### config.mk
export PLATFORM = sky130hd
export DESIGN_NAME = float_norm_16bit
export DESIGN_NICKNAME = d
export VERILOG_FILES = /design/src/rtl/float_norm_16bit.sv
export SDC_FILE = /design/constraint.sdc
export NUM_CORES = 1
export LEC_CHECK = 0
export CAP_MARGIN = 10
export CORE_AREA = 2 2 106 57
export CTS_CLUSTER_DIAMETER = 40
export CTS_CLUSTER_SIZE = 16
export DETAILED_ROUTE_END_ITERATION = 7
export DIE_AREA = 0 0 108 59
export PLACE_DENSITY = 0.8
export SYNTH_ARGS = -nofsm -noshare
export SYNTH_HDL_FRONTEND = slang
export SYNTH_SLANG_ARGS = --single-unit
### constraint.sdc
create_clock -name CLK -period 2.97 [get_ports CLK]
set_input_delay 0.891 -clock CLK [delete_from_list [all_inputs] [get_ports CLK]]
set_output_delay 0.891 -clock CLK [all_outputs]
set_load 0.01 [all_outputs]
### src/rtl/float_norm_16bit.sv
// float_norm_16bit: multi-cycle post-add normalizer for IEEE half precision.
// Takes the adder's raw sign/exponent/carry+mantissa fields, removes leading
// zeros one (or a few) shift steps per cycle and emits a packed half result.
//
// Handshake: a bundle transfers on a rising CLK edge where in_valid & in_ready;
// a result transfers on a rising edge where out_valid & out_ready. in_ready is
// high only in IDLE and out_valid only in DONE, so at most one bundle is in
// flight and out_result is held stable for as long as out_valid waits.
module float_norm_16bit #(
    parameter int HALF_FLOAT_W     = 16,
    parameter int SHIFTS_PER_CYCLE = 1   // 1, 2 or 4
) (
    input  logic                    CLK,
    input  logic                    RST,
    input  logic                    in_valid,
    output logic                    in_ready,
    input  logic                    in_sign,
    input  logic [4:0]              in_exponent,
    input  logic [11:0]             in_mantissa,
    input  logic                    in_nan,
    output logic                    out_valid,
    input  logic                    out_ready,
    output logic [HALF_FLOAT_W-1:0] out_result,
    output logic [1:0]              state_dbg
);

    typedef enum logic [1:0] {
        IDLE  = 2'd0,
        SHIFT = 2'd1,
        DONE  = 2'd2
    } state_t;

    state_t                  state_q, state_n;
    logic                    s_q, s_n;
    logic [4:0]              e_q, e_n;
    logic [11:0]             m_q, m_n;
    logic [HALF_FLOAT_W-1:0] res_q, res_n;

    // Shift-step results and carry-path exponent
    logic [4:0]  sh_e;
    logic [11:0] sh_m;
    logic [5:0]  e_inc;

    // Normal numbers keep their exponent; anything without the hidden bit
    // (or with exponent 0) is encoded as a subnormal with exponent field 0.
    function automatic logic [HALF_FLOAT_W-1:0] pack(input logic sg,
                                                     input logic [4:0] ex,
                                                     input logic [10:0] mn);
        if (mn[10] && (ex != 5'd0)) begin
            return {sg, ex, mn[9:0]};
        end
        return {sg, 5'd0, mn[9:0]};
    endfunction

    assign in_ready   = (state_q == IDLE);
    assign out_valid  = (state_q == DONE);
    assign out_result = res_q;
    assign state_dbg  = state_q;
    assign e_inc      = {1'b0, in_exponent} + 6'd1;

    // Up to SHIFTS_PER_CYCLE normalization steps; each stops at the hidden bit or at e==1
    always_comb begin
        sh_e = e_q;
        sh_m = m_q;
        for (int i = 0; i < SHIFTS_PER_CYCLE; i++) begin
            if ((sh_m[11:10] == 2'b00) && (sh_e > 5'd1)) begin
                sh_m = {sh_m[10:0], 1'b0};
                sh_e = sh_e - 5'd1;
            end
        end
    end

    // Next-state and datapath: classify on accept, normalize in SHIFT, hold in DONE
    always_comb begin
        state_n = state_q;
        s_n     = s_q;
        e_n     = e_q;
        m_n     = m_q;
        res_n   = res_q;
        case (state_q)
            IDLE: begin
                if (in_valid) begin
                    s_n     = in_sign;
                    e_n     = in_exponent;
                    m_n     = in_mantissa;
                    state_n = DONE;
                    if (in_nan) begin
                        res_n = 16'h7E00;
                    end else if (in_mantissa == 12'd0) begin
                        // exact cancellation always yields +0
                        res_n = 16'h0000;
                    end else if (in_mantissa[11]) begin
                        // carry out: one right shift, LSB dropped without rounding
                        m_n = {1'b0, in_mantissa[11:1]};
                        e_n = e_inc[4:0];
                        if (e_inc >= 6'd31) begin
                            res_n = {in_sign, 5'h1F, 10'h000};
                        end else begin
                            res_n = {in_sign, e_inc[4:0], in_mantissa[10:1]};
                        end
                    end else if (in_mantissa[10] || (in_exponent <= 5'd1)) begin
                        res_n = pack(in_sign, in_exponent, in_mantissa[10:0]);
                    end else begin
                        state_n = SHIFT;
                    end
                end
            end
            SHIFT: begin
                e_n = sh_e;
                m_n = sh_m;
                if (sh_m[10] || (sh_e == 5'd1)) begin
                    res_n   = pack(s_q, sh_e, sh_m[10:0]);
                    state_n = DONE;
                end
            end
            DONE: begin
                if (out_ready) begin
                    state_n = IDLE;
                end
            end
            default: begin
                state_n = IDLE;
            end
        endcase
    end

    // State and datapath registers; reset discards any pending result
    always_ff @(posedge CLK) begin
        if (RST) begin
            state_q <= IDLE;
            s_q     <= 1'b0;
            e_q     <= 5'd0;
            m_q     <= 12'd0;
            res_q   <= '0;
        end else begin
            state_q <= state_n;
            s_q     <= s_n;
            e_q     <= e_n;
            m_q     <= m_n;
            res_q   <= res_n;
        end
    end

endmodule
==> summary.txt, run 1 <==
Outcome
  • Status: completed

Placed design
  • Final RePlAce weighted congestion: around 0.99
  • Number of port buffers: 42
  • Placed Cells: 476
  • Worst slack at placement: -102 ps
  • DPL Wire Length: between 6000 and 7000 microns

Critical path
  • Category of the worst setup path capture point: flop
  • Cell family contributing the most delay on the critical path: buffers and inverters
  • Chain of cells forming the critical path: clkdlybuf4s50_1 > ha_1 > xor2_1 > nand3_1 > o21ai_0 > buf_4 > nor3_2 > buf_4 > a221oi_1 > a211oi_1
  • Worst setup path category: in -> reg
  • Data required time at the worst endpoint: 3130 ps
  • Startpoint kind of the worst setup timing path: input port
  • Worst path most repeated cell: sky130_fd_sc_hd__buf_4
  • Critical path's slowest cell: sky130_fd_sc_hd__clkdlybuf4s50_1
  • Highest cell delay on the worst timing path: 490 ps
  • Data arrival time of the worst path: approximately 3000 ps
  • Crit path buffers/inverters: 3
  • Largest fanout on the critical path: 9

Final layout
  • Number of standard cells in the layout, taps in and fillers out: between 400 and 500
  • Final-stage net count: 440
  • Core utilization of the finished layout: 64.4%
  • Area delta synth->final: 30.7%
  • Ratio of cells with drive above 1 in the final layout: 17.5%
  • Inserted Diodes: 0

Clock tree
  • Clock net sink count: 36
  • CTS clock-pin slew for the worst setup and hold paths: 80 ps
  • TritonCTS clock tree: done
  • H-tree level count: 2
  • Clock Tree Buf Depth: 2
  • Clock latency on the worst-skew pair: 300 ps
  • Clock buffers created by TritonCTS: 5
  • Cell at the root of the clock tree: sky130_fd_sc_hd__clkbuf_8

Yosys
  • Synth warn: 0
  • Largest area contributor in the synthesized netlist: sky130_fd_sc_hd__dfxtp_1
  • Number of flops mapped to enable cells by yosys: 0
  • Fraction of synthesis flops using an asynchronous set or reset pin: 0%
  • Syn avg cell area: 7.45 sq um
  • Seq cells post-synth: 36
  • Total nets after synthesis: roughly 380
  • Share of Yosys cell area claimed by the top area cell type: between 20% and 30%
  • Cell area after technology mapping: approximately 2600 sq um
  • Most instantiated flip-flop cell in the synthesis netlist: sky130_fd_sc_hd__dfxtp_1
  • Number of unique standard cell types used by synthesis: 63
  • Most common cell in the synthesized netlist: sky130_fd_sc_hd__nand2_1
  • Register area share after synthesis: about 27%
  • Top area cells in the synthesized netlist: sky130_fd_sc_hd__dfxtp_1 (27%), sky130_fd_sc_hd__nand2_1 (7.7%), sky130_fd_sc_hd__a21oi_1 (7.6%), sky130_fd_sc_hd__a211oi_2 (4.3%), sky130_fd_sc_hd__nor2_1 (4.0%)
  • Cell count after synthesis: ~350
  • Most numerous cell types in the synthesized netlist: sky130_fd_sc_hd__nand2_1 (54), sky130_fd_sc_hd__a21oi_1 (40), sky130_fd_sc_hd__dfxtp_1 (36)

Route
  • Final WL: 8450 microns
  • First-pass iteration count of the detailed router: 5
  • 1st-iter DRT viols: 328
  • Number of vias in the routed layout: 2942
  • Drt wl/cell: 17.4 microns
  • Remaining routing DRC violations: 0
  • Number of routed nets with antenna violations: 0
  • Detail-routed via count per cell: 6.07

STA
  • Minimum period implied by the final worst setup slack: 2850 ps
  • Unrepaired setup endpoints after global routing: false
  • Maximum clock skew at final layout: 10.7 ps
  • Total count of hold-check failures in the final report: 0
  • Worst-case headroom to the max-slew limit: 60.8%
  • Slack of the critical path: 118 ps
  • Final Setup Violations: 0
  • Final number of max-transition violations: 0
  • Worst-case hold slack: 477 ps
  • Period Utilization, post-route: a little over nine tenths
  • Worst Tran Pin Value: 573 ps
  • Maximum operating frequency: ~0.35 GHz

Floorplanning
  • Effective utilization at floorplan: 49.3%
  • Row cnt: 19
  • I/O pin cnt: 43
  • Die footprint: 6370 sq um
  • DIE HEIGHT: 59 microns
  • Die Wd: 108 microns
  • Placeable Area: 5350 sq um

Global routing
  • Vias in the first global route: between 2000 and 3000
  • Leftover overflow at the end of global routing: 0
  • Initial antenna violation count: 0
  • GR Util All Layers: 27.4%
  • Maximum number of pins on one net before global-route repair: 34
  • First-pass GRT wire length: 13500 microns

Worst hold path
  • Worst Hold Class: reg -> reg

Pwr
  • Final total power: 1.58 mW
  • Power density over the cells: 460 nW/um^2
  • Peak VDD IR: 0.000301 V
  • Reported leakage power: approximately 1.3 nW

Run
  • Max-cap violation count: 0
## power breakdown
group	switching, mW	total (mW)	internal (mW)
logic	0.302	0.565	0.263
clock network	0.196	0.444	0.249
registers	0.0458	0.575	0.529
total	0.544	1.58	1.04
## cells in the final DEF (no fill, tap or decap), types with 6 or more instances in the layout
cell type | synthesis | layout
sky130_fd_sc_hd__nand3_1 | 9 | 9
sky130_fd_sc_hd__a211oi_2 | 9 | 9
sky130_fd_sc_hd__ha_1 | 6 | 6
sky130_fd_sc_hd__o21ai_0 | 10 | 10
sky130_fd_sc_hd__a221oi_1 | 10 | 10
sky130_fd_sc_hd__inv_1 | 6 | 6
sky130_fd_sc_hd__nand2b_1 | 9 | 9
sky130_fd_sc_hd__nand2_1 | 54 | 54
sky130_fd_sc_hd__o22ai_1 | 8 | 8
sky130_fd_sc_hd__clkdlybuf4s50_1 | 0 | 42
sky130_fd_sc_hd__a31oi_1 | 9 | 9
sky130_fd_sc_hd__nor3_1 | 13 | 13
sky130_fd_sc_hd__nor2_1 | 28 | 28
sky130_fd_sc_hd__dfxtp_1 | 36 | 36
sky130_fd_sc_hd__buf_4 | 1 | 38
sky130_fd_sc_hd__a21oi_1 | 40 | 40
## final timing paths
check | startpoint | endpoint | slack (ps) | cells past startpoint
worst max-delay path | in_exponent[0] | out_result[0] | 120 | 10
worst max register to register | e_q[1] | out_result[3] | 280 | 9
worst min register to register | out_result[9] | out_result[9] | 480 | 2
worst min-delay path | out_result[9] | out_result[9] | 480 | 2
## flip-flops by register name, summed over array words and instances (netlist names)
name        flops
out_result     16
m_q            12
e_q             5
state_dbg       2
s_q             1
## metal layers
layer	routed length, microns	part of all wire (%)	up-vias	GRT usage (%)
li1	-	-	1411	-
met1	3880	46	1334	39.5
met2	3630	43	184	41.4
met3	854	10	13	6.48
met4	87	1.0	0	6.96
met5	0	0	-	0
## timing repair
action	in CTS	in global routing
endpoints found under the setup margin	0	3
buffers inserted	0	1
gates resized for setup	0	0
hold buffers	0	0
## tightest hold or removal path: cells and delay by family (launching register included)
family,cells,cell delay (ps)
compound gates,1,50
flops,1,330
simple gates,1,60
## final cells by class
| class | count | area (sq um) |
|---|---|---|
| Inverter | 6 | 22.5 |
| Timing Repair Buffer | 83 | 766 |
| Sequential cell | 36 | 721 |
| Clock inverter | 3 | 42.5 |
| Tap cell | 73 | 91.3 |
| Fill cell | 462 | 1900 |
| Clock buffer | 5 | 68.8 |
| Multi-Input combinational cell | 279 | 1740 |
## stage by stage
step / TNS, ps / area (sq um)
2_1_floorplan: 0 / 2640
3_3_place_gp: -397 / 3320
3_5_place_dp: -557 / 3320
4_1_cts: 0 / 3430
5_1_grt: 0 / 3450
6_report: 0 / 3450
## cells by family after synthesis
| family | after synthesis | synth area share [%] |
|---|---|---|
| flops | 36 | 27.3 |
| simple gates | 136 | 24.6 |
| mux | 3 | 1.19 |
| compound gates | 127 | 34.8 |
| xor+xnor | 7 | 2.32 |
| buf+inv | 39 | 6.88 |
| fa+ha+maj | 6 | 2.85 |
(Power assumes the default switching activity.)
==> run 2, diff against run 1 <==
--- a/config.mk
+++ b/config.mk
@@ -12,6 +12,7 @@
 export DETAILED_ROUTE_END_ITERATION = 7
 export DIE_AREA = 0 0 108 59
 export PLACE_DENSITY = 0.8
+export SETUP_SLACK_MARGIN = 0.4
 export SYNTH_ARGS = -nofsm -noshare
 export SYNTH_HDL_FRONTEND = slang
 export SYNTH_SLANG_ARGS = --single-unit
==> summary.txt, run 2 (same netlist as run 1, synthesis figures left out) <==
Outcome
  • Status: completed (unchanged)

Clock tree
  • TritonCTS clock tree: done (unchanged)
  • Clock Tree Buf Depth: 2 (unchanged)
  • Clock latency on the worst-skew pair: 300 ps (about the same)
  • Cell at the root of the clock tree: sky130_fd_sc_hd__clkbuf_8 (unchanged)
  • H-tree level count: 2 (unchanged)
  • # hold bufs at CTS: 0 (unchanged)
  • Clock net sink count: 36 (unchanged)
  • Clock buffers created by TritonCTS: 5 (unchanged)
  • CTS clock-pin slew for the worst setup and hold paths: 80 ps (about the same)

Route
  • Remaining routing DRC violations: 0 (unchanged)
  • 1st-iter DRT viols: 355 (was 328)
  • Drt wl/cell: 18.7 microns (was 17.4 microns)
  • Final WL: 9170 microns (was 8450 microns)
  • Number of routed nets with antenna violations: 0 (unchanged)
  • Detail-routed via count per cell: 6.14 (was 6.07)
  • First-pass iteration count of the detailed router: 6 (was 5)
  • Number of vias in the routed layout: 3007 (was 2942)

Global routing
  • Vias in the first global route: 2784 (was 2675)
  • First-pass GRT wire length: 13900 microns (was 13500 microns)
  • Maximum number of pins on one net before global-route repair: 34 (unchanged)
  • GR Util All Layers: 28.4% (was 27.4%)
  • Initial antenna violation count: 0 (unchanged)
  • Leftover overflow at the end of global routing: 0 (unchanged)

STA
  • Maximum clock skew at final layout: 11.6 ps (was 10.7 ps)
  • Unrepaired setup endpoints after global routing: false (unchanged)
  • Period Utilization, post-route: 84.9% (was 96.0%)
  • Final number of max-transition violations: 0 (unchanged)
  • Worst-case hold slack: 476 ps (was 477 ps)
  • Final Setup Violations: 0 (unchanged)
  • Final TNS setup: 0 ps (unchanged)
  • Worst Tran Pin Value: 602 ps (was 573 ps)
  • Minimum period implied by the final worst setup slack: 2520 ps (was 2850 ps)
  • Total count of hold-check failures in the final report: 0 (unchanged)
  • Worst-case headroom to the max-slew limit: 59.8% (was 60.8%)
  • Slack of the critical path: 448 ps (was 118 ps)
  • Maximum operating frequency: 0.397 GHz (was 0.351 GHz)

Placed design
  • Number of port buffers: 42 (unchanged)
  • Final RePlAce weighted congestion: 0.995 (unchanged)
  • Placed Cells: 476 (unchanged)
  • DPL Wire Length: 6420 microns (unchanged)
  • Worst slack at placement: -102 ps (unchanged)
  • Area after DPL: 3320 sq um (unchanged)

Critical path
  • Category of the worst setup path capture point: flop (unchanged)
  • Largest fanout on the critical path: 6 (was 9)
  • Data required time at the worst endpoint: 3150 ps (was 3130 ps)
  • Worst setup path category: in -> reg (unchanged)
  • Data arrival time of the worst path: 2700 ps (was 3010 ps)
  • Number of cell instances on the worst register-to-register path: 9 (unchanged)
  • Startpoint kind of the worst setup timing path: input port (unchanged)

Floorplanning
  • Die Wd: 108 microns (unchanged)
  • DIE HEIGHT: 59 microns (unchanged)
  • I/O pin cnt: 43 (unchanged)
  • Row cnt: 19 (unchanged)
  • Effective utilization at floorplan: 49.3% (unchanged)
  • Die footprint: 6370 sq um (unchanged)
  • Placeable Area: 5350 sq um (unchanged)

Pwr
  • Switching Share: 35.4% (was 34.3%)
  • Reported leakage power: 1.48 nW (was 1.28 nW)
  • Power density over the cells: 437 nW/um^2 (was 460 nW/um^2)
  • Peak VDD IR: 0.000304 V (was 0.000301 V)
  • Logic pwr share: 38.2% (was 35.7%)
  • Net switching power of the design: 589 uW (was 544 uW)
  • Share of total power in sequential cells: 34.7% (was 36.3%)
  • Proportion of power drawn by the clock network: 27.1% (was 28.0%)
  • Internal Pwr Total: 1.07 mW (was 1.04 mW)
  • Final total power: 1.66 mW (was 1.58 mW)

Worst hold path
  • Worst Hold Class: reg -> reg (unchanged)
  • Count of cells along the worst hold path: 2 (unchanged)

Final layout
  • Number of standard cells in the layout, taps in and fillers out: 490 (was 485)
  • Final-stage net count: 445 (was 440)
  • Area delta synth->final: 44.4% (was 30.7%)
  • Top library cells by usage in the layout, fill and taps aside: sky130_fd_sc_hd__nand2_1 (54), sky130_fd_sc_hd__a21oi_1 (39), sky130_fd_sc_hd__buf_4 (37) (was sky130_fd_sc_hd__nand2_1 (54), sky130_fd_sc_hd__clkdlybuf4s50_1 (42), sky130_fd_sc_hd__a21oi_1 (40))
  • Core utilization of the finished layout: 71.2% (was 64.4%)
  • Post-layout instance area: 3810 sq um (was 3450 sq um)
  • Flip-flop count of the largest register after layout: 16 (unchanged)
  • Ratio of cells with drive above 1 in the final layout: 25.2% (was 17.5%)
  • Inserted Diodes: 0 (unchanged)
  • Most frequent standard cell in the layout excluding fill and tap cells: sky130_fd_sc_hd__nand2_1 (unchanged)

Run
  • Max-cap violation count: 0 (unchanged)
## run 2: cell count changes in the layout (fill, tap and decap cells not counted), sizes merged
cell           delta
buf               +4
clkbuf            +1
clkdlybuf4s50    -14
dlygate4sd2       +2
dlymetal6s2s     +12
## run 2: worst max-delay path: stages
cell	delay, ps
sky130_fd_sc_hd__clkdlybuf4s50_1	470
sky130_fd_sc_hd__nor4_4	200
sky130_fd_sc_hd__nand3_2	140
sky130_fd_sc_hd__and4b_2	270
sky130_fd_sc_hd__o21a_1	230
sky130_fd_sc_hd__nor2_4	250
sky130_fd_sc_hd__clkbuf_16	200
sky130_fd_sc_hd__a211oi_2	50
## run 2: final timing paths
path / startpoint / end / slack, ps
worst max register to register: e_q[0] / out_result[1] / 530
worst min-delay path: out_result[9] / out_result[9] / 480
worst max-delay path: in_mantissa[2] / out_result[1] / 450
worst min register to register: out_result[9] / out_result[9] / 480
## run 2: per-layer routing
layer / routed length, microns / GRT usage, %
met3: 1040 / 8.68
met5: 0 / 0
met4: 170 / 8.42
met1: 3910 / 39.0
met2: 4060 / 43.3
## run 2: layout make-up
type                    count  area [sq um]
clock inverters             3          42.5
inverters                   6          22.5
clock buffers               5          68.8
flip-flops and latches     36           723
well taps                  73          91.3
multi-input cells         279          1990
fillers                   394          1540
repair buffers             88           867
## run 2: power by group through the flow
stage | clock network [mW] | logic [mW] | registers, mW
6_report | 0.450 | 0.635 | 0.577
5_1_grt | 0.470 | 0.677 | 0.583
4_1_cts | 0.447 | 0.595 | 0.574
3_5_place_dp | 0 | 0.553 | 0.584
3_3_place_gp | 0 | 0.537 | 0.582
2_1_floorplan | 0 | 0.336 | 0.579
## run 2: repair_timing
action                                 CTS  global route
setup buffers                            3             1
setup endpoints to repair               17            17
gates resized for setup                 34            28
gates cloned                             1             1
endpoints found under the hold margin    0             0
pin swaps                                7            12
==> run 3, diff against run 2 <==
==> constraint.sdc (replaced) <==
create_clock -name CLK -period 2.6 [get_ports CLK]
set_input_delay 0.78 -clock CLK [delete_from_list [all_inputs] [get_ports CLK]]
set_output_delay 0.78 -clock CLK [all_outputs]
set_load 0.01 [all_outputs]
==> summary.txt, run 3 (same netlist as run 1, synthesis figures left out) <==
Pwr
  • Logic pwr share: 43.4% (was 38.2%)
  • Switching Share: 37.8% (was 35.4%)
  • Final total power: 1.89 mW (was 1.66 mW)
  • Power density over the cells: 475 nW/um^2 (was 437 nW/um^2)
  • Internal Pwr Total: 1.18 mW (was 1.07 mW)
  • Reported leakage power: 1.52 nW (was 1.48 nW)
  • Net switching power of the design: 716 uW (was 589 uW)
  • Share of total power in sequential cells: 35.0% (was 34.7%)
  • Peak VDD IR: 0.000422 V (was 0.000304 V)
  • Proportion of power drawn by the clock network: 21.7% (was 27.1%)

Final layout
  • Inserted Diodes: 0 (unchanged)
  • FILL cells: 359 (was 394)
  • Top library cells by usage in the layout, fill and taps aside: sky130_fd_sc_hd__nand2_1 (54), sky130_fd_sc_hd__buf_4 (52), sky130_fd_sc_hd__a21oi_1 (38) (was sky130_fd_sc_hd__nand2_1 (54), sky130_fd_sc_hd__a21oi_1 (39), sky130_fd_sc_hd__buf_4 (37))
  • Final-stage net count: 467 (was 445)
  • Ratio of cells with drive above 1 in the final layout: 33.0% (was 25.2%)
  • Area delta synth->final: 50.9% (was 44.4%)
  • Most frequent standard cell in the layout excluding fill and tap cells: sky130_fd_sc_hd__nand2_1 (unchanged)
  • Flip-flop count of the largest register after layout: 16 (unchanged)

STA
  • Maximum clock skew at final layout: 8.04 ps (was 11.6 ps)
  • Worst-case hold slack: 484 ps (was 476 ps)
  • Final Setup Violations: 0 (unchanged)
  • Minimum period implied by the final worst setup slack: 2430 ps
  • Worst-case headroom to the max-slew limit: 62.9% (was 59.8%)
  • Worst Tran Pin Value: 550 ps (was 602 ps)
  • Final number of max-transition violations: 0 (unchanged)
  • Total count of hold-check failures in the final report: 0 (unchanged)
  • Unrepaired setup endpoints after global routing: true (was false)
  • Maximum operating frequency: about 0.4 GHz
  • Period Utilization, post-route: between 90 and 100%

Placed design
  • Final RePlAce weighted congestion: 1.03 (was 0.995)
  • DPL Wire Length: 6420 microns (about the same)
  • Number of port buffers: 42 (unchanged)

Critical path
  • Category of the worst setup path capture point: flop (unchanged)
  • Data arrival time of the worst path: 2610 ps (was 2700 ps)
  • Reg-to-reg startpoint: e_q[1] (was e_q[0])
  • Worst setup path category: in -> reg (unchanged)
  • Flop-to-flop setup slack: 280 ps (was 530 ps)
  • Endpoint of the worst-slack reg-to-reg timing path: out_result[8] (was out_result[1])
  • Startpoint kind of the worst setup timing path: input port (unchanged)
  • Number of cell instances on the worst register-to-register path: 10 (was 9)
  • Largest fanout on the critical path: 9 (was 6)
  • Data required time at the worst endpoint: 2780 ps (was 3150 ps)

Floorplanning
  • Die footprint: 6370 sq um (unchanged)
  • I/O pin cnt: 43 (unchanged)
  • Die Wd: 108 microns (unchanged)
  • Placeable Area: 5350 sq um (unchanged)
  • Row cnt: 19 (unchanged)
  • Effective utilization at floorplan: 49.3% (unchanged)
  • DIE HEIGHT: 59 microns (unchanged)

Run
  • Max-cap violation count: 0 (unchanged)

Route
  • Remaining routing DRC violations: 20 (was 0)
  • Number of vias in the routed layout: 3362 (was 3007)
  • 1st-iter DRT viols: 486 (was 355)
  • Final WL: 11000 microns (was 9170 microns)
  • First-pass iteration count of the detailed router: 8 (was 6)
  • Drt wl/cell: 21.5 microns (was 18.7 microns)
  • Number of routed nets with antenna violations: 0 (unchanged)
  • Detail-routed via count per cell: 6.57 (was 6.14)

Clock tree
  • H-tree level count: 2 (unchanged)
  • CTS clock-pin slew for the worst setup and hold paths: 80 ps (about the same)
  • Clock buffers created by TritonCTS: 5 (unchanged)
  • Clock Tree Buf Depth: 2 (unchanged)
  • TritonCTS clock tree: done (unchanged)
  • Clock latency on the worst-skew pair: 300 ps (about the same)
  • Clock net sink count: 36 (unchanged)
  • # hold bufs at CTS: 0 (unchanged)
  • Cell at the root of the clock tree: sky130_fd_sc_hd__clkbuf_8 (unchanged)

Outcome
  • Failing checks: design-rule violations
  • Status: finished, violations left (was completed)

Worst hold path
  • Destination of the worst hold path: out_result[9] (unchanged)
  • Worst hold start: out_result[9] (unchanged)
  • Count of cells along the worst hold path: 2 (unchanged)
  • Worst Hold Class: reg -> reg (unchanged)

Global routing
  • Initial antenna violation count: 0 (unchanged)
  • First-pass GRT wire length: 16100 microns (was 13900 microns)
  • Leftover overflow at the end of global routing: 0 (unchanged)
  • GR Util All Layers: 33.2% (was 28.4%)
  • Maximum number of pins on one net before global-route repair: 31 (was 34)
  • Vias in the first global route: 3093 (was 2784)
## run 3: per-stage QoR
step                      setup slack [ps]  TNS [ps]  instances  area (sq um)  util, %
after floorplan                        410         0        354          2670        -
after global placement                -190     -2830        484          3440     64.3
after detailed placement              -298     -3150        484          3440     64.3
after CTS                              293         0        510          3880     72.6
after global routing                   115         0        512          3980     74.4
final                                  174         0        512          3980     74.4
## run 3: what timing repair did
action / in CTS / in global routing
setup endpoints to repair: 21 / 20
resized for setup: 64 / 30
buffers inserted: 16 / 2
pin swaps: 20 / 17
cloned: 2 / 0
endpoints found under the hold margin: 0 / 0
## run 3: worst max-delay path by stage
stage | slack, ps | endpoint | from
3_5_place_dp | -300 | out_result[7] | in_exponent[1]
5_1_grt | 110 | out_result[4] | in_exponent[1]
2_1_floorplan | 410 | out_result[10] | e_q[1]
3_3_place_gp | -190 | out_result[0] | in_mantissa[1]
6_report | 170 | out_result[4] | in_exponent[1]
4_1_cts | 290 | out_result[7] | e_q[0]
## run 3: area by class of cell
| class | instances | area [sq um] | share of cell area [%] |
|---|---|---|---|
| multi-input combinational | 279 | 2010 | 50.4 |
| timing repair buffer | 110 | 1030 | 26.0 |
| sequential | 36 | 733 | 18.4 |
| tap | 73 | 91.3 | 2.29 |
| clock buffer | 5 | 68.8 | 1.73 |
| inverter | 6 | 27.5 | 0.691 |
| clock inverter | 3 | 18.8 | 0.471 |
## run 3: routing by layer
layer | vias to the layer above | track usage (%) | part of all wire, %
li1 | 1462 | - | -
met4 | 0 | 11.5 | 5.6
met3 | 89 | 8.02 | 12
met5 | - | 0 | 0
met1 | 1525 | 44.6 | 38
met2 | 286 | 53.0 | 44
## run 3: critical path, stage by stage
cell,delay [ps]
sky130_fd_sc_hd__dlygate4sd2_1,290
sky130_fd_sc_hd__ha_2,230
sky130_fd_sc_hd__xor2_1,190
sky130_fd_sc_hd__nand3_1,170
sky130_fd_sc_hd__o21ai_2,200
sky130_fd_sc_hd__nor3_2,70
sky130_fd_sc_hd__buf_6,170
sky130_fd_sc_hd__a221oi_2,370
sky130_fd_sc_hd__a211oi_2,130
## run 3: power groups by stage
stage                     Sequential (mW)  Combinational, mW  Clock, mW
final                               0.662              0.821      0.410
after global placement              0.663              0.631          0
after floorplan                     0.662              0.396          0
after CTS                           0.652              0.748      0.404
after detailed placement            0.667              0.654          0
after global routing                0.668              0.867      0.428
==> variant, RTL diff (settings of run 2) <==
Take the reset off `e_q`, `m_q` and `res_q` and load them in a clocked block of their own.
--- a/src/rtl/float_norm_16bit.sv
+++ b/src/rtl/float_norm_16bit.sv
@@ -129,16 +129,16 @@
         if (RST) begin
             state_q <= IDLE;
             s_q     <= 1'b0;
-            e_q     <= 5'd0;
-            m_q     <= 12'd0;
-            res_q   <= '0;
         end else begin
             state_q <= state_n;
             s_q     <= s_n;
-            e_q     <= e_n;
-            m_q     <= m_n;
-            res_q   <= res_n;
         end
     end
 
+    always_ff @(posedge CLK) begin
+        e_q   <= e_n;
+        m_q   <= m_n;
+        res_q <= res_n;
+    end
+
 endmodule
Formal check against the unedited RTL: not equivalent (Yosys sat finds a counterexample within 4 cycles, from zero or initial values and one cycle with RST high).
==> variant against run 2 <==
- worst setup slack worse by 0.11 ns
- cell area is 12% lower
- synthesized area fell by 8.2%
- critical path depth unchanged
- clock skew down 0.0045 ns
- largest power group is now registers
- sequential cell count is the same
- combinational power decreased by 44%
- total power is 15% lower
- routed wire length fell by 24%
==> variant: results (changes against run 2) <==
Synthesized Nets 282 (-26%); part of the power in registers 0.450 (+0.103); post-synthesis mux area share 0.04132 (+0.02946); clock skew 0.007021 ns (-0.004545 ns); hold_sp s_q; top cell family by delay on the critical path compound AO/OA/AOI/OAI gates; P&R area growth vs syn 37.76%; worst slack, placed 0.08610 ns (+0.1882 ns); post-placement cell count 383 (-20%); Compound-Gate Fraction of Synth Area 0.2138 (-0.1344); Total Nets Final 354 (-20%); Power Combinational 0.358 mW (-44%); overall power 1.419 mW (-15%); filler instances 408 (+3.6%); count of plain and timing-repair buffers 81 (-8.0%); nonclk inv count 9 (+3); crit-path max FO 5 (-1); adder and majority cell fraction of the synthesized area 0.03099 (+0.002529); first-pass GRT wire length 10.71 mm (-23%); NonClk Buf Share 0.2190 (-0.008763); slowest library cell on the worst path edfxtp_1; Pre-antenna DRT Iters 5 (-1); Unique masters post-synth 53 (-16%); overall routing resource usage 0.2175 (-0.06612); status finished clean; sequential fraction of the synthesis area 0.4339 (+0.1606); Sequential Area 0.001051 mm2 (+45%); worst slew pin tran 0.5585 ns (-0.04390 ns); synth cell count leaders 34 x nand2_1, 33 x edfxtp_1, 20 x a21oi_1; clk cell area share 0.03187 (+0.002624); area of placed instances 0.003108 mm2 (-6.3%); setup bufs post-CTS 1 (-2); Synth area leaders edfxtp_1 41%, nand2_1 5.3%, a21oi_1 4.1%; Synth Area in XOR/XNOR 0.03254 (+0.009297); Crit Reg-Reg Endpoint out_result[14]; post-DR wirelength/cell 17.46 um (-6.8%); Crit. Startpoint e_q[1]; post-CTS sizing 4 (-88%); Final HPWL DP 4.718 mm (-27%); layout cells sized above 1 0.2147 (-0.03707); min Tclk post-route 2.632 ns (+0.1105 ns); R2R Setup Slk 0.34 ns (-0.19 ns); Multi-Input Combinational 192 (-31%); routability-driven placement congestion ratio 0.8625 (-13%); worst path arrival time 2.63 ns (-0.07 ns); DRT iter0 DRCs 265 (-25%); net switching power 0.3863 mW (-34%); Crit path largest cell delay 0.43 ns (-0.04 ns); Mapped Cells 253 (-29%); Leakage 1.276 nW (-13%); final cell count without fillers 399 (-19%); worst vdd rail ir drop 0.0002388 V (-21%)
-- variant: worst min path at each step --
stage,to,slack [ns],depth (start not counted)
after floorplan,s_q,0.43,2
after CTS,s_q,0.46,2
final,s_q,0.46,2
after global placement,s_q,0.44,2
after detailed placement,s_q,0.45,2
after global routing,s_q,0.49,2
-- variant: routing by layer --
| layer | wire, um | global-route usage |
|---|---|---|
| met1 | 2807 | 0.2610 |
| met2 | 3525 | 0.3944 |
| met3 | 484 | 0.04176 |
| met4 | 148 | 0.08608 |
| met5 | 0 | 0 |
-- variant: cells by family (layout without fill, tap and decap cells) --
| group | count (synthesis) | in the layout |
|---|---|---|
| AND/OR/NAND/NOR | 96 | 96 |
| AO/OA/AOI/OAI | 71 | 71 |
| flip-flops | 36 | 36 |
| buffers and inverters | 25 | 98 |
| multiplexers | 10 | 10 |
| XOR/XNOR | 9 | 9 |
| adder cells (fa/ha/maj) | 6 | 6 |
